File: src/rtl/alu_decode_stage_pkg.sv
// Shared opcode, funct3 and ALU-select encodings for the decode stage,
// plus the funct3-to-ALU mapping common to OP and OP_IMM.
package alu_decode_stage_pkg;

   localparam logic [6:0] OPC_LOAD   = 7'b0000011;
   localparam logic [6:0] OPC_OP_IMM = 7'b0010011;
   localparam logic [6:0] OPC_AUIPC  = 7'b0010111;
   localparam logic [6:0] OPC_STORE  = 7'b0100011;
   localparam logic [6:0] OPC_OP     = 7'b0110011;
   localparam logic [6:0] OPC_LUI    = 7'b0110111;
   localparam logic [6:0] OPC_BRANCH = 7'b1100011;
   localparam logic [6:0] OPC_JALR   = 7'b1100111;
   localparam logic [6:0] OPC_JAL    = 7'b1101111;

   localparam logic [2:0] F3_ADD  = 3'b000;
   localparam logic [2:0] F3_SLL  = 3'b001;
   localparam logic [2:0] F3_SLT  = 3'b010;
   localparam logic [2:0] F3_SLTU = 3'b011;
   localparam logic [2:0] F3_XOR  = 3'b100;
   localparam logic [2:0] F3_SR   = 3'b101;
   localparam logic [2:0] F3_OR   = 3'b110;

   localparam logic [2:0] F3_BEQ  = 3'b000;
   localparam logic [2:0] F3_BNE  = 3'b001;
   localparam logic [2:0] F3_BLT  = 3'b100;
   localparam logic [2:0] F3_BGE  = 3'b101;
   localparam logic [2:0] F3_BLTU = 3'b110;
   localparam logic [2:0] F3_BGEU = 3'b111;

   typedef enum logic [3:0] {
      ALU_ADD  = 4'd0,
      ALU_SUB  = 4'd1,
      ALU_SLL  = 4'd2,
      ALU_SLT  = 4'd3,
      ALU_SLTU = 4'd4,
      ALU_XOR  = 4'd5,
      ALU_SRL  = 4'd6,
      ALU_SRA  = 4'd7,
      ALU_OR   = 4'd8,
      ALU_AND  = 4'd9
   } alu_op_e;

   // alt is inst[30]; sub_ok is low for OP_IMM, where bit 30 is immediate data for ADDI
   function automatic alu_op_e f3_sel(input logic [2:0] f3, input logic alt, input logic sub_ok);
      alu_op_e r;
      case (f3)
         F3_ADD:  r = (alt && sub_ok) ? ALU_SUB : ALU_ADD;
         F3_SLL:  r = ALU_SLL;
         F3_SLT:  r = ALU_SLT;
         F3_SLTU: r = ALU_SLTU;
         F3_XOR:  r = ALU_XOR;
         F3_SR:   r = alt ? ALU_SRA : ALU_SRL;
         F3_OR:   r = ALU_OR;
         default: r = ALU_AND;
      endcase
      return r;
   endfunction

endpackage

File: src/rtl/alu_decode_stage_imm_gen.sv
// Immediate generator: I/S/U immediates sign-extended to XLEN and the
// zero-extended shift amount. Opcode bits are not needed, so only inst[31:7] enters.
module imm_gen #(
   parameter int XLEN = 32
) (
   input  logic [31:7]     inst,
   output logic [XLEN-1:0] imm_i,
   output logic [XLEN-1:0] imm_s,
   output logic [XLEN-1:0] imm_u,
   output logic [XLEN-1:0] shamt
);

   logic signed [11:0] raw_i;
   logic signed [11:0] raw_s;
   logic signed [31:0] raw_u;

   assign raw_i = inst[31:20];
   assign raw_s = {inst[31:25], inst[11:7]};
   assign raw_u = {inst[31:12], 12'b0};

   assign imm_i = XLEN'(raw_i);
   assign imm_s = XLEN'(raw_s);
   assign imm_u = XLEN'(raw_u);

   // RV64 shifts use a 6-bit shamt; bit 25 belongs to funct7 on RV32
   assign shamt = (XLEN == 64) ? XLEN'(inst[25:20]) : XLEN'(inst[24:20]);

endmodule

File: src/rtl/alu_decode_stage.sv
// Registered ALU decode stage: combinational decode captured into a
// 2-entry skid buffer (output reg O, skid reg S) so in_ready is a pure register.
module alu_decode_stage
   import alu_decode_stage_pkg::*;
#(
   parameter int XLEN  = 32,
   parameter int SEL_W = 5
) (
   input  logic             clk,
   input  logic             rst_n,
   input  logic             flush,
   input  logic             in_valid,
   output logic             in_ready,
   input  logic [31:0]      inst,
   input  logic [XLEN-1:0]  pc,
   input  logic [XLEN-1:0]  rs1,
   input  logic [XLEN-1:0]  rs2,
   output logic             out_valid,
   input  logic             out_ready,
   output logic [XLEN-1:0]  op1,
   output logic [XLEN-1:0]  op2,
   output logic [SEL_W-1:0] alu_sel,
   output logic             illegal
);

   typedef struct packed {
      logic [XLEN-1:0]  op1;
      logic [XLEN-1:0]  op2;
      logic [SEL_W-1:0] sel;
      logic             illegal;
   } entry_t;

   logic [XLEN-1:0] imm_i, imm_s, imm_u, shamt;
   logic [2:0]      funct3;
   alu_op_e         alu_op;
   entry_t          dec, o_q, s_q;
   logic            o_vld, s_vld;
   logic            accept, fire, o_free;

   assign funct3 = inst[14:12];

   imm_gen #(.XLEN(XLEN)) u_imm_gen (
      .inst  (inst[31:7]),
      .imm_i (imm_i),
      .imm_s (imm_s),
      .imm_u (imm_u),
      .shamt (shamt)
   );

   always_comb begin
      dec    = '0;
      alu_op = ALU_ADD;
      case (inst[6:0])
         OPC_OP: begin
            dec.op1 = rs1;
            dec.op2 = rs2;
            alu_op  = f3_sel(funct3, inst[30], 1'b1);
         end
         OPC_OP_IMM: begin
            dec.op1 = rs1;
            dec.op2 = (funct3 == F3_SLL || funct3 == F3_SR) ? shamt : imm_i;
            alu_op  = f3_sel(funct3, inst[30], 1'b0);
         end
         OPC_LUI: dec.op2 = imm_u;
         OPC_AUIPC: begin
            dec.op1 = pc;
            dec.op2 = imm_u;
         end
         OPC_LOAD: begin
            dec.op1 = rs1;
            dec.op2 = imm_i;
         end
         OPC_STORE: begin
            dec.op1 = rs1;
            dec.op2 = imm_s;
         end
         OPC_BRANCH: begin
            dec.op1 = rs1;
            dec.op2 = rs2;
            case (funct3)
               F3_BLT, F3_BGE:   alu_op = ALU_SLT;
               F3_BLTU, F3_BGEU: alu_op = ALU_SLTU;
               default:          alu_op = ALU_SUB;
            endcase
         end
         OPC_JAL, OPC_JALR: begin
            dec.op1 = pc;
            dec.op2 = XLEN'(4);
         end
         default: dec.illegal = 1'b1;
      endcase
      dec.sel = SEL_W'(alu_op);
   end

   assign accept = in_valid && !s_vld;
   assign fire   = o_vld && out_ready;
   // O can take new data this edge: empty now, or its current entry leaves
   assign o_free = fire || !o_vld;

   always_ff @(posedge clk or negedge rst_n) begin
      if (!rst_n) begin
         o_vld <= 1'b0;
         s_vld <= 1'b0;
      end else if (flush) begin
         o_vld <= 1'b0;
         s_vld <= 1'b0;
      end else if (o_free) begin
         o_vld <= s_vld || accept;
         s_vld <= 1'b0;
      end else if (accept) begin
         s_vld <= 1'b1;
      end
   end

   always_ff @(posedge clk or negedge rst_n) begin
      if (!rst_n) begin
         o_q <= '0;
         s_q <= '0;
      end else if (o_free) begin
         if (s_vld)       o_q <= s_q;
         else if (accept) o_q <= dec;
      end else if (accept) begin
         s_q <= dec;
      end
   end

   assign in_ready  = !s_vld;
   assign out_valid = o_vld;
   assign op1       = o_q.op1;
   assign op2       = o_q.op2;
   assign alu_sel   = o_q.sel;
   assign illegal   = o_q.illegal;

endmodule

File: config.mk
export PLATFORM = sky130hd
export DESIGN_NAME = alu_decode_stage
export DESIGN_NICKNAME = d
export VERILOG_FILES = /design/src/rtl/alu_decode_stage_pkg.sv /design/src/rtl/alu_decode_stage_imm_gen.sv /design/src/rtl/alu_decode_stage.sv
export SDC_FILE = /design/constraint.sdc
export NUM_CORES = 1
export LEC_CHECK = 0
export ABC_AREA = 1
export CORE_ASPECT_RATIO = 0.8
export CORE_UTILIZATION = 30
export CTS_CLUSTER_SIZE = 40
export DETAILED_ROUTE_END_ITERATION = 12
export SYNTH_ARGS = -nofsm -noshare
export SYNTH_HDL_FRONTEND = slang
export SYNTH_SLANG_ARGS = --single-unit
export TNS_END_PERCENT = 50
File: constraint.sdc
create_clock -name clk -period 2 [get_ports clk]
set_input_delay 0.4 -clock clk [delete_from_list [all_inputs] [get_ports clk]]
set_output_delay 0.4 -clock clk [all_outputs]
set_load 0.1 [all_outputs]
==> flow_metrics.py <==
metrics = {
    "layout": {
        "nets": 1326,
        "drive_above_1_share_pct": 13.93,
        "area_growth_pct": 45.01,
    },
    "clock_tree": {
        "clock_sinks": 140,
        "cts_buffer_depth": 2,
        "htree_levels": 4,
        "clock_latency_ps": 420,
        "cts-root-buf": "clkbuf_16",
        "path_clk_slew_ps": 70,
        "post_cts_buffers": 0,
        "tritoncts": "built",
        "numCtsBuffers": 17,
    },
    "timing": {
        "grt_setup_unrepaired": "false",
        "timing.hold.ws_ps": 423.6,
        "clock_skew_ps": 6.924,
        "hold_viol_final": 0,
        "slew_viol_final": 0,
        "timing.fmax_ghz": 0.5405,
        "post-route-min-period_ps": 1850,
        "fin_crit_sh_pct": 92.51,
        "setup_viol": 0,
    },
    "global_routing": {
        "grt_pass1_wl_mm": 37.39,
        "grt_pass1_vias": 6907,
        "grt_max_degree": 46,
        "grt_usage_pct": 19.53,
        "overflow": 0,
        "antenna_found_initial": 3,
    },
    "power_and_ir_drop": {
        "p_leak_nw": 5.222,
        "total_power_w": 0.008929,
        "ir_drop_mv": 0.5175,
        "powerDensity_nw_per_um2": 861.3,
    },
    "yosys": {
        "avgSynthCellArea_um2": 7.266,
        "yosysWarnings": 0,
        "yosys.area.top_type": "dfrtp_1",
        "ys_types": 25,
        "yosysSeqAreaShare_pct": 49.00,
        "ys_ff_latch": 140,
        "synth_area_um2": 7149,
        "synth_top_area_share_pct": 49.00,
        "syn_nets": 1117,
        "netlist_instances": 984,
        "ys_top_cells_by_area": "dfrtp_1 49%, nand2_1 19%, nor2_1 7.2%",
    },
    "floorplanning": {
        "die_w_um": 174.6,
        "placementRows": 50,
        "core_um2": 23400,
        "num_io_pins": 205,
        "dieArea_um2": 24460,
        "die_h_um": 140.1,
        "start_util_pct": 30.56,
    },
    "setup_path": {
        "worstSetupPathType": "reg2out",
        "endpoint_kind": "primary output",
        "arrival_ps": 1450,
        "path_delay_family": "buffers and inverters",
        "cpMaxStageDelayCell": "dfrtp_1",
        "crit_chain": "clkinv_2 -> buf_12",
        "worst-path-max-fanout": 13,
        "crit_path_start_kind": "register",
        "worst-path-buf-inv": 2,
        "cp.required_ps": 1600,
        "slowest_delay_ps": 440,
    },
    "route": {
        "first_pass_iters": 7,
        "drtIter0Drc": 430,
        "wl_per_cell_um": 15.39,
        "drc": 0,
        "via_per_inst": 4.773,
        "wirelength_mm": 23.40,
        "ant_nets": 0,
        "vias": 7259,
    },
    "job": {
        "drv_cap": 0,
    },
    "outcome": {
        "run_status": "completed",
    },
    "hold_path": {
        "hp-class": "in2async",
    },
    "place": {
        "io_buffers": 203,
        "place_hpwl_mm": 16.60,
        "gp_congestion": 0.8469,
    },
}
## cells by family after synthesis
kind of cell / after synthesis / synth area share, %
AOI/OAI and AO/OA: 113 / 8.786
buffers and inverters: 103 / 6.090
DFF: 140 / 49.00
other: 1 / 0.05245
and+or+nand+nor: 627 / 36.07
## per-stage QoR
stage                     utilization (%)  setup WS, ps  cell area, um^2  cells  TNS [ps]
after CTS                           44.26         100.0            10360   1518         0
final                               44.31         149.7            10370   1521         0
after detailed placement            41.36        -120.5             9677   1485     -8109
after global placement              41.36        -130.4             9677   1485     -7869
after floorplan                         -         190.1             7158    984         0
after global routing                44.31         36.64            10370   1521         0
## Yosys cell counts, drive strengths merged
library cell  count
nor2            141
clkbuf           23
nand2           356
buf              40
a31oi            41
conb              1
a21oi            47
nand3b            1
o21ai            25
dfrtp           140
nand4            26
clkinv            1
nor3              5
nand3            98
inv              39
## power breakdown
part	total [W]	switching, W	internal, W
Sequential	0.00332	0.000169	0.00315
Clock	0.00365	0.00131	0.00234
Combinational	0.00195	0.00131	0.000648
## what timing repair did
item,4_1_cts,5_1_grt
setup endpoints to repair,0,1
hold endpoints to repair,24,0
hold buffers,1,0
resized for setup,0,1
## metal layers
layer  GRT usage (%)  vias to the layer above  part of all wire, %
li1                -                     3628                    -
met1           27.54                     3377                   47
met2           29.06                      235                   45
met3           5.320                       19                  6.6
met4           5.858                        0                  1.2
met5               0                        -                    0
## final timing paths
path                                startpoint                  end  slack, ps  depth (start not counted)
setup / recovery             s_vld$_DFFE_PN0P_             in_ready        150                          2
min in group clk           op1[22]$_DFFE_PN0P_  op1[22]$_DFFE_PN0P_        480                          2
hold / removal                           rst_n  op1[10]$_DFFE_PN0P_        420                          2
max in group asynchronous                rst_n  s_q[18]$_DFFE_PN0P_        950                          3
setup reg to reg             s_vld$_DFFE_PN0P_  illegal$_DFFE_PN0P_        300                          6
hold reg to reg            op1[22]$_DFFE_PN0P_  op1[22]$_DFFE_PN0P_        480                          2
## flip-flops by register name, indices dropped and copies added, names as in the netlist
| signal | flops |
|---|---|
| s_q | 69 |
| out_valid | 1 |
| op1 | 32 |
| alu_sel | 4 |
| s_vld | 1 |
| illegal | 1 |
| op2 | 32 |
## layout by cell type, fill, tap and decap left out, types with 6 or more instances in the layout
cell	synthesis	final
nand2_1	356	355
dfrtp_1	140	139
nor2_1	138	138
clkdlybuf4s50_1	0	131
buf_4	5	107
nand3_1	96	96
a21oi_1	45	45
a31oi_1	41	41
inv_1	37	36
nand4_1	26	26
o21ai_0	18	18
clkbuf_16	0	17
buf_12	0	13
o21ai_1	6	6
bufinv_16	0	6
## worst reg2reg max path: cells and delay by family (launching register included)
kind                   cells  cell delay (ps)
buffers and inverters      2              560
AND/OR/NAND/NOR            3              540
flip-flops                 1              440
AO/OA/AOI/OAI              1               60
## layout make-up
class	count	area [um^2]
Multi-Input combinational cell	741	3244
Tap cell	312	390.4
Timing Repair Buffer	253	2396
Sequential cell	140	3505
Inverter	40	155.1
Clock inverter	15	244.0
Clock buffer	17	425.4
Antenna cell	3	7.507
Fill cell	2378	13030
Note: power is estimated with default switching activity, not from simulation.
